## src/rtl/crypto_round_engine.sv

```systemverilog
// Iterated rotate/XOR block cipher with encrypt and decrypt modes.
// One block in flight; valid/ready on both sides, result held under backpressure.
module crypto_round_engine #(
  parameter int unsigned DATA_WIDTH  = 128,
  parameter int unsigned ROUND_COUNT = 8,
  parameter int unsigned ROT_AMT     = 1
) (
  input  logic                  clk,
  input  logic                  rst,
  input  logic                  in_valid,
  output logic                  in_ready,
  input  logic                  in_mode,
  input  logic [DATA_WIDTH-1:0] in_data,
  input  logic [DATA_WIDTH-1:0] in_key,
  input  logic [63:0]           aux_mask,
  output logic                  out_valid,
  input  logic                  out_ready,
  output logic [DATA_WIDTH-1:0] out_data,
  output logic                  busy
);

  localparam int unsigned CNT_W   = $clog2(ROUND_COUNT + 1);
  localparam int unsigned DEC_ROT = ((ROUND_COUNT - 1) * ROT_AMT) % DATA_WIDTH;
  localparam logic [CNT_W-1:0] LAST_RND = CNT_W'(ROUND_COUNT - 1);

  typedef enum logic [1:0] {S_IDLE, S_ROUND, S_DONE} state_t;

  state_t                state, state_next;
  logic                  mode;
  logic [DATA_WIDTH-1:0] st, rk, st_next, rk_next;
  logic [CNT_W-1:0]      cnt;
  logic                  accept, last_round;

  function automatic logic [DATA_WIDTH-1:0] rotl(input logic [DATA_WIDTH-1:0] x,
                                                 input int unsigned n);
    int unsigned s;
    s = n % DATA_WIDTH;
    if (s == 0) return x;
    return (x << s) | (x >> (DATA_WIDTH - s));
  endfunction

  function automatic logic [DATA_WIDTH-1:0] rotr(input logic [DATA_WIDTH-1:0] x,
                                                 input int unsigned n);
    int unsigned s;
    s = n % DATA_WIDTH;
    if (s == 0) return x;
    return (x >> s) | (x << (DATA_WIDTH - s));
  endfunction

  assign in_ready   = (state == S_IDLE);
  assign out_valid  = (state == S_DONE);
  assign busy       = (state != S_IDLE);
  assign accept     = in_valid && in_ready;
  assign last_round = (state == S_ROUND) && (cnt == LAST_RND);

  always_comb begin
    st_next = st;
    rk_next = rk;
    if (mode) begin
      st_next = rotr(st, 1) ^ rk;
      rk_next = rotr(rk, ROT_AMT);
    end else begin
      st_next = rotl(st ^ rk, 1);
      rk_next = rotl(rk, ROT_AMT);
    end
  end

  always_ff @(posedge clk or negedge rst) begin
    if (!rst) state <= S_IDLE;
    else      state <= state_next;
  end

  always_comb begin
    state_next = state;
    unique case (state)
      S_IDLE:  if (accept)     state_next = S_ROUND;
      S_ROUND: if (last_round) state_next = S_DONE;
      S_DONE:  if (out_ready)  state_next = S_IDLE;
      default: state_next = S_IDLE;
    endcase
  end

  // Decrypt walks the key schedule backwards, so it starts from the last round key.
  always_ff @(posedge clk or negedge rst) begin
    if (!rst) begin
      mode     <= 1'b0;
      st       <= '0;
      rk       <= '0;
      cnt      <= '0;
      out_data <= '0;
    end else if (accept) begin
      mode <= in_mode;
      st   <= in_data;
      rk   <= in_mode ? rotl(in_key, DEC_ROT) : in_key;
      cnt  <= '0;
    end else if (state == S_ROUND) begin
      st  <= st_next;
      rk  <= rk_next;
      cnt <= cnt + CNT_W'(1);
      if (last_round) out_data <= st_next ^ DATA_WIDTH'(aux_mask);
    end
  end

endmodule

```

## config.mk

```make
export PLATFORM = sky130hd
export DESIGN_NAME = crypto_round_engine
export DESIGN_NICKNAME = d
export VERILOG_FILES = /design/src/rtl/crypto_round_engine.sv
export SDC_FILE = /design/constraint.sdc
export NUM_CORES = 1
export LEC_CHECK = 0
export ABC_CLOCK_PERIOD_IN_PS = 2100
export BUFFER_PORTS_ARGS = -buffer_cell sky130_fd_sc_hd__buf_4
export CORE_MARGIN = 5
export CORE_UTILIZATION = 45
export DETAILED_ROUTE_END_ITERATION = 10
export PLACE_DENSITY = 0.68
export SLEW_MARGIN = 40
export SYNTH_ARGS = -nofsm -noshare
export SYNTH_HDL_FRONTEND = slang
export SYNTH_SLANG_ARGS = --single-unit
export TNS_END_PERCENT = 10
```

## constraint.sdc

```tcl
create_clock -name clk -period 2.1 [get_ports clk]
set_input_delay 0.21 -clock clk [delete_from_list [all_inputs] [get_ports clk]]
set_output_delay 0.21 -clock clk [all_outputs]
set_load 0.1 [all_outputs]
```

Word level (Yosys, flattened, before mapping):

Cells that the tools add are included.

* logic and storage cells: 42
* input bits: 325
* output and inout bits: 131
* bits in registers: 391

* add/subtract/negate cells: 1
* eq/ne operators: 6
* reduce and logical (&&, ||, !) cells: 7
* bitwise logic cells: 9
* muxes and demuxes: 13

Operator list (number)
* $mux W128: 7
* $or A127 B128 Y128: 2
* $or A128 B1 Y128: 2
* $xor A128 B128 Y128: 2
* $or A128 B7 Y128: 1
* $xor A128 B64 Y128: 1
* $mux W4: 2
* $mux W2: 3
* $pmux W2 S3: 1
* $reduce_and A3 Y1: 2
* $add A4 B1 Y4 const B: 1
* $eq A4 B3 Y1 const B: 1
* $ne A2 B1 Y1 const B: 2
* $reduce_bool A2 Y1: 2
* $eq A2 B1 Y1 const B: 1
* $eq A2 B2 Y1 const B: 1
* $logic_and A1 B1 Y1: 2
* $logic_not A2 Y1: 1
* $ne A2 B2 Y1 const B: 1
* $not A1 Y1: 1

Logic depth before layout (Yosys ltp):

* word-level depth: 5
* gate-level depth with buffers: 8
* gate-level depth less buffers: 5

Least setup slack after synthesis:

OpenSTA, ideal clock, no wires.

* kind: reg-to-output
* start: register state[1]
* end: output port busy
* cell stages (with the launch flop): 3
* path buffers: 0
* arrival time: 2.657 ns
* slack: -0.767 ns
* cells stage by stage: dfrtp_1 nor2_1 inv_1

* longest elaborated chain between the ends: 1

RTL lines
* from (decl): RTL line 28 `state_t state, state_next;`
* from (signal assigned): RTL line 70 `else state <= state_next;`
* $reduce_bool A2 Y1: RTL line 52 `assign busy = (state != S_IDLE);`
* to (decl): RTL line 19 `output logic busy`

No other way between the ends.

Final worst setup path:

* start: register state[0]
* end: register st[57]

* longest elaborated chain between the ends: 3

RTL lines
* $logic_not A2 Y1: RTL line 50 `assign in_ready = (state == S_IDLE);`
* $logic_and A1 B1 Y1: RTL line 53 `assign accept = in_valid && in_ready;`
* $mux W128 or $reduce_bool A2 Y1 (tied branches)
* to (signal assigned): RTL line 93 `st <= in_data;`
* to (signal assigned): RTL line 97 `st <= st_next;`
* to (decl): RTL line 30 `logic [DATA_WIDTH-1:0] st, rk, st_next, rk_next;`

Parallel ways exist; a longest one is shown, timed or not.
A chain may end at the register's enable or synchronous reset.

==> results.txt <==
* Initial core utilization: 45.68%
* CTS Buffer Depth: 3
* Number of buffers and inverters on the critical path: 1
* Estimated wirelength of the detail-placed design: 49,190 um
- The clock network burns 13.3% of the power.
- The most common cell in the synthesized netlist is sky130_fd_sc_hd__dfrtp_1.
* Share of post-route cells with drive strength above 1: 20.60%
* Post-layout util: 64.90%
- Relative to the synthesized area, the layout overhead comes to 42.08%.
* # nets final: 3,182
- Total setup violations reported at the end of the flow: 0
- Placed standard-cell area: 0.02626 mm2
- Number of rows created at floorplan: 80
* Core area: 0.04785 mm2
- Number of buffers inserted by port buffering: 455
* Count of warnings emitted by yosys: 0
- Before CTS, the worst setup slack after placement is 0.2471 ns.
- By count the netlist is led by 391 x sky130_fd_sc_hd__dfrtp_1, 383 x sky130_fd_sc_hd__mux2i_1, 256 x sky130_fd_sc_hd__xor2_1, 139 x sky130_fd_sc_hd__nand2_1, 134 x sky130_fd_sc_hd__o21ai_0.
- CP peak stage delay: 0.49 ns
* Pre-antenna DRT Iters: 5
- Synth unique cells: 25
- Average cell area after synthesis: 10.34 um2
- Final count of hold timing violations: 0
- Synthesis produced a netlist whose cell count is 2,113.
- After synthesis the netlist holds a flip-flop and latch count of 391.
* Max-slew headroom: 50.71%
- Net count after synthesis: 2,439
- Clock buffer count from CTS: 44
* Die width: 230.4 um
- Post-route DRC violation count: 0
- For this run, the number of standard cells in the final layout without fillers is 3,507.
* Unrepaired setup endpoints after global routing: false
- In this run the worst path has a maximum fanout of 130.
- Actual slew at the worst max-slew pin: 0.7393 ns
* CTS tree: built
- In this run the post-CTS setup repair buffer count came out at 0.
- Remaining antenna violation count after routing: 0
- The share of the Yosys chip area taken by registers is 44.77%.
* Share of the synthesized area in the top cell type: 44.77%
- Detailed routing inserted a total of 19.73k vias.
- Int Power: 27.81 mW
- Grouping stages by cell kind, the critical path spends the most delay in buffers and inverters.
- After routing the design area is 0.03105 mm2.
- The die covers 0.05308 mm2.
- The synthesized design contains 0 enable-type register cells.
- For this run, the total global-route usage over all layers was measured as 26.72%.
- After clock tree synthesis, the clock-pin slew on the worst setup and hold paths is 0.06 ns.
* Total power density per cell area: 1846 mW/mm2
- Via count of the first global-routing pass: 20.68k
- Count of placed standard cells including taps: 3,088
- For this run the aggregate overflow at the end of global routing stands at 0.
- Proportion of register bits with asynchronous set or reset after synthesis: 100.0%
- Max Clock Freq: 509.5 MHz
* Sum of negative setup slack: 0 ns
* Cell accounting for the most synthesized area: sky130_fd_sc_hd__dfrtp_1
* Max-slew violation total from the final report: 0
* Class of the worst hold path: input port to flop
* Portion of the clock cycle consumed by the worst path in the final layout: 93.46%
- Crit path required time: 2.57 ns
- The first global-routing pass estimated 115,600 um of wire.
- Traced cell by cell, the critical path runs through nor3b_2 -> buf_12 -> a22oi_1 -> o21ai_0.
* Maximum level of the CTS H-tree: 2
* Leakage component of the power: 14.06 nW
* Violation count after the first detailed-routing iteration: 1,537
- Number of vias per cell: 5.625
- Number of max-cap violations: 0
- At the end of routability-driven placement, the weighted congestion stood at 0.8728.
- The worst setup path is of the flop to flop kind.
* Die height: 230.4 um
* Cell area after synthesis: 0.02186 mm2
* Top flip-flop cell by instance count after synthesis: sky130_fd_sc_hd__dfrtp_1
- The flow ran to the end, and the final reports show no timing, DRC or antenna violations.
- Antenna violations before repair: 3
- Routed wirelength normalized by instance count: 20.95 um
- VDD sags by at most 0.001721 V.
- Combinational share of power: 58.0%
* Top-level port count: 456
- Smallest setup slack after layout: 0.1373 ns
- The clock period could shrink to 1.963 ns.
- Clock tree synthesis selected as its root buffer the cell sky130_fd_sc_hd__clkbuf_16.
- In this run the power spent charging and discharging nets is 29.51 mW.
- Net switching is 51.48% of the power.
- CTS saw 391 sinks.
* Startpoint type of the worst setup path: flop
* Clock Skews: 0.02299 ns
- Endpoint arrival time on the critical path: 2.43 ns
- Pin count of the biggest net entering global routing: 131
- On the critical path, the stage with the largest delay is an instance of sky130_fd_sc_hd__buf_12.
- STA classifies the critical path endpoint as a flop.
- Post-detailed-routing wire length: 73,480 um
* Skew-Pair Late Insertion Delay: 0.57 ns
- The share of total power dissipated in sequential elements is 28.7%.
* Biggest area contributors in the synthesized netlist: sky130_fd_sc_hd__dfrtp_1 45%, sky130_fd_sc_hd__mux2i_1 18%, sky130_fd_sc_hd__xor2_1 10%, sky130_fd_sc_hd__o221ai_1 5.1%, sky130_fd_sc_hd__a22oi_1 4.4%
==> area by class of cell <==
type	instances	area, um2
Inverter	65	244.0
Antenna cell	3	7.507
Fill cell	3597	16790
Sequential cell	391	9788
Clock inverter	14	102.6
Timing Repair Buffer	854	7666
Clock buffer	65	1311
Tap cell	615	769.5
Multi-Input combinational cell	1500	11160
==> metrics by stage <==
step                power (mW)  hold WS, ns
floorplan                40.46     -0.08559
global placement         47.81       0.1855
detailed placement       48.82       0.1922
CTS                      57.25    0.0002452
global route             60.84      0.01718
finish                   57.32      0.03264
==> logic make-up (layout without fill, tap and decap cells) <==
group                      count (synthesis)  after routing  share of synthesized area (%)
AOI/OAI and AO/OA                        519            519                          15.58
DFF                                      391            391                          44.77
muxes                                    384            384                          17.59
xor gates and xnor gates                 320            320                          12.82
and+or+nand+nor                          276            276                          4.866
buffers and inverters                    222            998                          4.316
adders and majority gates                  1              1                        0.05724
other                                      0              3                              0
==> worst reg2reg max path: cells and delay by family (launching register included) <==
family,cells,cell delay [ns]
buffers and inverters,1,0.49
flip-flops,1,0.48
AND/OR/NAND/NOR,1,0.38
AO/OA/AOI/OAI,2,0.51
==> cell usage in the layout (no fill, tap or decap), types with 2 or more instances in the layout <==
master	synthesis	layout
sky130_fd_sc_hd__inv_1	65	65
sky130_fd_sc_hd__nand2_1	139	138
sky130_fd_sc_hd__clkbuf_1	76	9
sky130_fd_sc_hd__nor2b_1	2	2
sky130_fd_sc_hd__buf_4	7	483
sky130_fd_sc_hd__clkbuf_16	0	45
sky130_fd_sc_hd__nor2_1	130	128
sky130_fd_sc_hd__buf_12	0	32
sky130_fd_sc_hd__xnor2_1	64	64
sky130_fd_sc_hd__dfrtp_1	391	390
sky130_fd_sc_hd__clkinv_2	0	11
sky130_fd_sc_hd__a22oi_1	127	127
sky130_fd_sc_hd__clkbuf_8	0	11
sky130_fd_sc_hd__a21o_1	2	2
sky130_fd_sc_hd__mux2i_1	383	383
sky130_fd_sc_hd__o221ai_1	128	128
sky130_fd_sc_hd__nor2_4	0	2
sky130_fd_sc_hd__inv_6	0	2
sky130_fd_sc_hd__o21ai_0	134	134
sky130_fd_sc_hd__a21oi_1	127	127
sky130_fd_sc_hd__dlygate4sd3_1	0	337
sky130_fd_sc_hd__diode_2	0	3
sky130_fd_sc_hd__xor2_1	256	256
==> power groups by stage <==
stage	logic (mW)	clock network [mW]	registers [mW]
after floorplan	16.3	0	24.2
after global placement	31.6	0	16.2
after detailed placement	32.5	0	16.3
after CTS	33.2	7.81	16.3
after global routing	35.8	8.09	16.9
final	33.3	7.63	16.4
==> per-layer routing <==
metal / GRT usage (%) / part of all wire [%] / up-vias / routed length, um
li1: - / - / 9038 / -
met1: 34.48 / 41 / 9772 / 30070
met3: 4.989 / 6.6 / 151 / 4883
met5: 0 / 0 / - / 0
met2: 46.05 / 50 / 765 / 36520
met4: 7.958 / 2.7 / 0 / 2016
==> registers in the layout, summed over array words and instances, names as in the netlist <==
name,count
out_data,128
rk,128
st,128
cnt,4
state,2
mode,1
==> final timing paths <==
path	startpoint	to	slack (ns)	cells after the start
hold / removal	in_key[80]	rk[87]$_DFFE_PN0P_	0.03	3
setup / recovery	state[0]$_DFFE_PN0P_	st[57]$_DFFE_PN0P_	0.14	4
max in group asynchronous	rst	rk[93]$_DFFE_PN0P_	1.11	3
min in group asynchronous	rst	out_data[17]$_DFFE_PN0P_	0.18	2
setup reg to reg	state[0]$_DFFE_PN0P_	st[57]$_DFFE_PN0P_	0.14	4
hold reg to reg	cnt[0]$_DFFE_PN0P_	cnt[0]$_DFFE_PN0P_	0.52	1
==> timing repair <==
item | in CTS | in global routing
endpoints found under the hold margin | 387 | 0
resized for setup | 0 | 0
endpoints found under the setup margin | 0 | 0
hold buffers | 337 | 0
(Power assumes the default switching activity.)
